===== config.mk =====
export PLATFORM = sky130hd
export DESIGN_NAME = bcd_chain_cnt
export DESIGN_NICKNAME = d
export VERILOG_FILES = /design/src/rtl/gsc_bcd_pkg.sv /design/src/rtl/bcd_digit_ud.sv /design/src/rtl/bcd_chain_cnt.sv
export SDC_FILE = /design/constraint.sdc
export NUM_CORES = 1
export LEC_CHECK = 0
export ABC_AREA = 1
export CAP_MARGIN = 10
export CORE_MARGIN = 3
export CORE_UTILIZATION = 30
export CTS_CLUSTER_SIZE = 30
export DETAILED_ROUTE_END_ITERATION = 16
export PLACE_DENSITY = 0.51
export SLEW_MARGIN = 5
export SYNTH_ARGS = -nofsm -noshare
export SYNTH_HDL_FRONTEND = slang
export SYNTH_SLANG_ARGS = --single-unit

===== constraint.sdc =====
create_clock -name clk -period 2.94 [get_ports clk]
set_clock_uncertainty 0.05 [all_clocks]
set_input_delay 0.588 -clock clk [delete_from_list [all_inputs] [get_ports clk]]
set_output_delay 0.588 -clock clk [all_outputs]
set_load 0.05 [all_outputs]

===== src/rtl/gsc_bcd_pkg.sv =====
// Shared BCD digit type, digit limits and the load clamp used by the counter chain.
package gsc_bcd_pkg;

    typedef logic [3:0] bcd_digit_t;

    localparam bcd_digit_t BCD_MAX = 4'd9;
    localparam bcd_digit_t BCD_MIN = 4'd0;

    // Non-BCD nibbles (A..F) saturate to 9 so the chain never holds an illegal digit.
    function automatic bcd_digit_t bcd_clamp(input logic [3:0] raw);
        return (raw > BCD_MAX) ? BCD_MAX : raw;
    endfunction

endpackage


===== src/rtl/bcd_digit_ud.sv =====
// One registered up/down BCD digit; counts only when its carry/borrow input is high.
// cout is combinational so a whole chain settles within a single cycle.
module bcd_digit_ud
    import gsc_bcd_pkg::*;
(
    input  logic       clk,
    input  logic       reset_n,
    input  logic       cin,
    input  logic       dir,
    input  logic       load,
    input  bcd_digit_t load_dig,
    input  logic       clr,
    output bcd_digit_t dig,
    output logic       cout
);

    bcd_digit_t dig_q;
    bcd_digit_t dig_d;
    logic       at_limit;

    assign at_limit = dir ? (dig_q == BCD_MAX) : (dig_q == BCD_MIN);
    assign cout     = cin & at_limit;
    assign dig      = dig_q;

    always_comb begin
        dig_d = dig_q;
        if (clr) begin
            dig_d = BCD_MIN;
        end else if (load) begin
            dig_d = load_dig;
        end else if (cin) begin
            if (dir) begin
                dig_d = at_limit ? BCD_MIN : (dig_q + 4'd1);
            end else begin
                dig_d = at_limit ? BCD_MAX : (dig_q - 4'd1);
            end
        end
    end

    always_ff @(posedge clk or negedge reset_n) begin
        if (!reset_n) begin
            dig_q <= BCD_MIN;
        end else begin
            dig_q <= dig_d;
        end
    end

endmodule


===== src/rtl/bcd_chain_cnt.sv =====
// Cascaded up/down BCD counter with sync clear/load, combinational tc and a registered wrap pulse.
// Single-cycle update: q and wrap change on the edge that counts, no pipeline.
module bcd_chain_cnt
    import gsc_bcd_pkg::*;
#(
    parameter int unsigned DIGITS  = 4,
    parameter int unsigned UP_ONLY = 0
) (
    input  logic                  clk,
    input  logic                  reset_n,
    input  logic                  clr,
    input  logic                  load,
    input  logic [4*DIGITS-1:0]   load_val,
    input  logic                  en,
    input  logic                  dir,
    output logic [4*DIGITS-1:0]   q,
    output logic                  tc,
    output logic                  wrap
);

    logic              dir_eff;
    logic [DIGITS:0]   carry;
    bcd_digit_t        dig [DIGITS];
    logic              wrap_q;
    logic              wrap_d;

    assign dir_eff  = (UP_ONLY != 0) ? 1'b1 : dir;
    assign carry[0] = en;

    // Digit 0 is driven by en; each later digit counts only on its neighbour's carry/borrow.
    for (genvar i = 0; i < DIGITS; i++) begin : g_digit
        bcd_digit_ud u_digit (
            .clk      (clk),
            .reset_n  (reset_n),
            .cin      (carry[i]),
            .dir      (dir_eff),
            .load     (load),
            .load_dig (bcd_clamp(load_val[4*i +: 4])),
            .clr      (clr),
            .dig      (dig[i]),
            .cout     (carry[i+1])
        );
        assign q[4*i +: 4] = dig[i];
    end

    // Carry out of the top digit is en gated by "every digit at its limit".
    assign tc     = carry[DIGITS];
    assign wrap_d = tc & ~clr & ~load;

    always_ff @(posedge clk or negedge reset_n) begin
        if (!reset_n) begin
            wrap_q <= 1'b0;
        end else begin
            wrap_q <= wrap_d;
        end
    end

    assign wrap = wrap_q;

endmodule

==> impl_metrics.ini, run 1 <==
[floorplan]
num_io_pins = 40
core_area_sq_um = 5570
starting_utilization_of_the_core_area_pct = 31.6
die_width_um = 82.6
floorplan.die.height_um = 82.6
dieArea_sq_um = 6820
rows = 27

[synthesis]
postSynthCellCount = 274
synth-seq-cells = 17
synth.distinct_cells = 31
synth_flop_cell = dfrtp_1
synth_common_cells = nand2_1 (85), nand3_1 (30), nor2_1 (29)
synth_enable_flop_cells = 0
synth_most_common_cell = nand2_1
syn_area_sq_um = 1760
yosysSeqAreaShare_pct = 24.2
synth_area_per_cell_sq_um = 6.42
post-synth-top-area-cell = dfrtp_1
postSynth.asyncResetShare_pct = 100
synth.net_count = 308
yosys.area.top_type_share_pct = 24.2
ys_top_cells_by_area = dfrtp_1 (24%), nand2_1 (18%), ha_1 (8.5%)
synth-warning-count = 0

[timing]
timing_worst_slew_pin_value_ns = 0.899
max-slew-margin-rel_pct = 39.9
hold_slack_ns = 0.548
max_clock_freq_mhz = 357
timing.final.setup_violations = 0
setup_repair_after_global_routing_missed_its_margin = false
min_period_over_period_pct = 95.2
post-route-min-period_ns = 2.80
fin_tns_setup_ns = 0
report.final.hold_viol_count = 0
drv_slew = 0

[global_route]
grt_pass1_wl_um = 8170
grt-ovfl-total = 0
global_route.usage.total_pct = 15.4
first_global_vias = 1745
grt_max_degree = 20
antenna_found_initial = 0

[clock_network]
tritoncts.num_buffers = 3
clk-insertion-delay-late_ns = 0.26
resized_cells_post_cts = 0
cts-htree-levels = 1
buffer_depth_of_the_longest_clock_path = 2
tritoncts = built
clock-sinks = 17
cts-root-buf = clkbuf_8
postCtsSetupBuffers = 0
cts_hold_buffers = 0
cts.clk_slew.worst_paths_ns = 0.07

[worst_setup_path]
timing.reg2reg.worst_path_depth = 11
critPathLaunchType = input pin
critPathKind = input pin to output pin
worstPathArrival_ns = 2.16
end_kind = output pin
critPathMaxFanout = 19
critPathRequiredTime_ns = 2.30
reg2reg_slack_ns = 1.21

[power]
pwr_density_cell_nw_per_um2 = 407
power.share.combinational_pct = 47.1
switching_power_uw = 413
power.internal_uw = 517
switching_share_pct = 44.4
irDropWorstVdd_uv = 175
seq_power_share_pct = 33.0
clkPwrFrac_pct = 19.8
static_power_due_to_leakage_uw = 0.00112

[finish]
n_fill_cell = 585
syn2layout_area_growth_pct = 29.9
postLayoutCellArea_sq_um = 2280
fin_util_pct = 41.0
layout-drive-gt1-share_pct = 8.92
num_antenna_cells = 0
finish.net_count = 349

[job]
maxCapViolations = 0

[route]
detail_route.drc_violations = 0
first_iter_violations = 79
antenna_violating_nets_post_route = 0
num_vias = 1865
detail_route.first_pass.iterations = 4
vias_per_cell = 4.83
detail_route.wl_per_cell_um = 12.5
postRouteWirelength_um = 4820

[min_path]
holdPathStages = 2
worstHoldPathType = flop to flop

[placement]
io_buffer_count = 39
place.gp.congestion = 0.925
dpl.hpwl_um = 3750
postPlaceCellArea_sq_um = 2240

[status]
outcome = finished, final reports clean
## through the flow
stage / instances / power, uW / setup WS, ns
floorplan: 274 / 605 / 0.241
global placement: 382 / 754 / 0.198
detailed placement: 382 / 751 / 0.132
CTS: 386 / 941 / 0.118
global route: 386 / 1010 / 0.0622
finish: 386 / 929 / 0.142
## power groups by stage
stage          sequential [uW]  clock [uW]  combinational [uW]
6_report                   307         184                 438
5_1_grt                    314         203                 488
4_1_cts                    307         192                 442
3_5_place_dp               312           0                 439
3_3_place_gp               312           0                 441
2_1_floorplan              384           0                 222
## routing by layer
metal  track usage (%)  share of wire, %  vias to the layer above
li1                  -                 -                      969
met1              20.6                48                      844
met2              25.6                46                       45
met3              2.06               4.4                        7
met4              4.74               1.5                        0
met5                 0                 0                        -
## area by class of cell
cell class / instances / area (sq um) / area share (%)
Timing Repair Buffer: 45 / 458 / 20.0
Tap cell: 72 / 90.1 / 3.94
Multi-Input combinational cell: 218 / 1150 / 50.3
Clock buffer: 4 / 45.0 / 1.97
Sequential cell: 17 / 425 / 18.6
Inverter: 30 / 118 / 5.15
## final timing paths
path,startpoint,end
hold reg to reg,g_digit[0].u_digit.dig[3],g_digit[0].u_digit.dig[3]
hold / removal,g_digit[0].u_digit.dig[3],g_digit[0].u_digit.dig[3]
max in group asynchronous,reset_n,g_digit[2].u_digit.dig[0]
min in group asynchronous,reset_n,g_digit[1].u_digit.dig[3]
setup / recovery,dir,tc
setup reg to reg,g_digit[0].u_digit.dig[0],g_digit[3].u_digit.dig[1]
## cells in the final DEF, fill, tap and decap left out, types with 2 or more instances in the layout
master           instances
nand2_2                  5
dfrtp_1                 17
clkdlybuf4s50_1         38
ha_1                    12
xor2_1                   2
nor3_1                   2
nor2_1                  29
buf_12                   2
nand3_1                 30
inv_1                   27
buf_4                    5
o21ai_0                 21
inv_4                    2
a21oi_1                  8
nand2_4                  2
clkbuf_8                 3
nand4_1                 10
nand2_1                 85
## kinds of logic (layout without fill, tap and decap cells)
group / Yosys count / in the layout / synth area share [%]
compound gates: 33 / 33 / 10.3
flops: 17 / 17 / 24.2
buf+inv: 39 / 79 / 10.5
fa+ha+maj: 12 / 12 / 8.53
xor+xnor: 2 / 2 / 0.996
simple gates: 171 / 171 / 45.4
## critical path, stage by stage
cell	delay (ns)
clkdlybuf4s50_1	0.51
buf_12	0.16
inv_4	0.07
nor2_4	0.08
nand2_2	0.07
nand2_2	0.15
nand4_4	0.11
nor2_1	0.24
buf_12	0.18
## sequential cells by signal (all words and copies together) (netlist names)
signal and cells:
g_digit.u_digit.dig 16, wrap 1
Power figures use the tool's default switching activity.
==> run 2, diff against run 1 <==
--- a/config.mk
+++ b/config.mk
@@ -10,6 +10,6 @@
 export CORE_MARGIN = 3
-export CORE_UTILIZATION = 30
+export CORE_UTILIZATION = 25
 export CTS_CLUSTER_SIZE = 30
 export DETAILED_ROUTE_END_ITERATION = 16
-export PLACE_DENSITY = 0.51
+export PLACE_DENSITY = 0.45
 export SLEW_MARGIN = 5
==> constraint.sdc (replaced) <==
create_clock -name clk -period 2.94 [get_ports clk]
set_clock_uncertainty 0.05 [all_clocks]
set_input_delay 0.294 -clock clk [delete_from_list [all_inputs] [get_ports clk]]
set_output_delay 0.294 -clock clk [all_outputs]
set_load 0.05 [all_outputs]
==> impl_metrics.ini, run 2 (same netlist as run 1, synthesis figures left out) <==
[timing]
min_period_over_period_pct = 85.2
timing.final.setup_violations = 0
post-route-min-period_ns = 2.51
drv_slew = 0
max-slew-margin-rel_pct = 40.7
max_clock_freq_mhz = 399
report.final.hold_viol_count = 0
setup_repair_after_global_routing_missed_its_margin = false
fin_tns_setup_ns = 0
finalWorstSetupSlack_ns = 0.435
timing_worst_slew_pin_value_ns = 0.887

[floorplan]
core_area_sq_um = 6570
starting_utilization_of_the_core_area_pct = 26.8
num_io_pins = 40
rows = 29
dieArea_sq_um = 8080
floorplan.die.height_um = 89.9
die_width_um = 89.9

[clock_network]
cts-htree-levels = 1
tritoncts.num_buffers = 3
cts_hold_buffers = 0
resized_cells_post_cts = 0
tritoncts = built
clk-insertion-delay-late_ns = 0.26
buffer_depth_of_the_longest_clock_path = 2
clock-sinks = 17
cts-root-buf = clkbuf_8
postCtsSetupBuffers = 0
cts.clk_slew.worst_paths_ns = 0.08

[placement]
dpl.hpwl_um = 3810
io_buffer_count = 39
place.gp.congestion = 0.794
dp_slack_ns = 0.445

[power]
pwr_density_cell_nw_per_um2 = 409
switching_share_pct = 45.0
seq_power_share_pct = 33.0
static_power_due_to_leakage_uw = 0.00110
clkPwrFrac_pct = 20.5
irDropWorstVdd_uv = 163
power.internal_uw = 512
power.share.combinational_pct = 46.4
switching_power_uw = 419

[route]
detail_route.drc_violations = 0
postRouteWirelength_um = 5050
vias_per_cell = 4.51
antenna_violating_nets_post_route = 0
detail_route.wl_per_cell_um = 12.5
detail_route.first_pass.iterations = 4
num_vias = 1824
first_iter_violations = 51

[global_route]
grt_max_degree = 18
antenna_found_initial = 0
global_route.usage.total_pct = 12.8
first_global_vias = 1711
grt_pass1_wl_um = 8630
grt-ovfl-total = 0

[worst_setup_path]
reg2reg_slack_ns = 1.17
timing.reg2reg.worst_path_depth = 10
reg2reg_from = g_digit[0].u_digit.dig[0]
end_kind = output pin
critPathRequiredTime_ns = 2.60
critPathMaxFanout = 10
critPathKind = input pin to output pin
worstPathArrival_ns = 2.16
critPathLaunchType = input pin
critical_path.reg2reg.endpoint = g_digit[1].u_digit.dig[1]

[finish]
syn2layout_area_growth_pct = 29.4
n_fill_cell = 725
layout-drive-gt1-share_pct = 8.04
num_antenna_cells = 0
mostFrequentLayoutCells = nand2_1 (85), clkdlybuf4s50_1 (38), nand3_1 (30)
largest_register_ff_count = 16
most_common_cell_after_layout_fill_and_taps_aside = nand2_1
finish.net_count = 346

[min_path]
worstHoldPathType = input pin to async pin

[job]
maxCapViolations = 0

[status]
outcome = finished, final reports clean
-- run 2: cell types whose count changed in the layout (fill, tap and decap cells not counted) --
cell    before  now
buf_12       2    1
buf_4        5    3
-- run 2: per-stage QoR --
stage	area (sq um)	std cells	hold WS, ns	util, %	power, uW
final	2280	404	0.482	34.7	932
after global routing	2280	404	0.547	34.7	1010
after CTS	2280	404	0.539	34.7	941
after detailed placement	2230	400	0.525	34.0	746
after global placement	2230	400	0.516	34.0	752
after floorplan	1760	274	-0.0516	-	605
-- run 2: critical path, stage by stage --
cell and delay [ns]:
clkdlybuf4s50_1 0.74, buf_4 0.23, nand2_1 0.05, inv_1 0.06, nand2_2 0.08, nand2_4 0.14
nand4_4 0.15, nor2_1 0.24, buf_12 0.17
-- run 2: final cells by class --
class | instances | area [sq um] | area share [%]
multi-input cells | 218 | 1150 | 50.5
flip-flops and latches | 17 | 425 | 18.7
repair buffers | 42 | 423 | 18.6
inverters | 30 | 118 | 5.17
well taps | 93 | 116 | 5.11
clock buffers | 4 | 45.0 | 1.98
-- run 2: metal layers --
layer | global-route usage [%] | routed length [um]
met1 | 18.6 | 2600
met2 | 20.1 | 2210
met3 | 2.50 | 213
met4 | 1.91 | 23
met5 | 0 | 0
-- run 2: worst max-delay path by stage --
stage,start,to,slack [ns],cells past startpoint
6_report,dir,tc,0.43,9
5_1_grt,dir,tc,0.27,9
4_1_cts,dir,tc,0.43,9
3_5_place_dp,dir,tc,0.44,9
3_3_place_gp,dir,tc,0.45,9
2_1_floorplan,g_digit[2].u_digit.dig[0],tc,0.54,8
-- run 2: power by group through the flow --
stage | Clock, uW | Sequential, uW | Combinational (uW)
floorplan | 0 | 384 | 222
global placement | 0 | 314 | 439
detailed placement | 0 | 312 | 434
CTS | 197 | 308 | 437
global route | 207 | 315 | 488
finish | 191 | 308 | 433
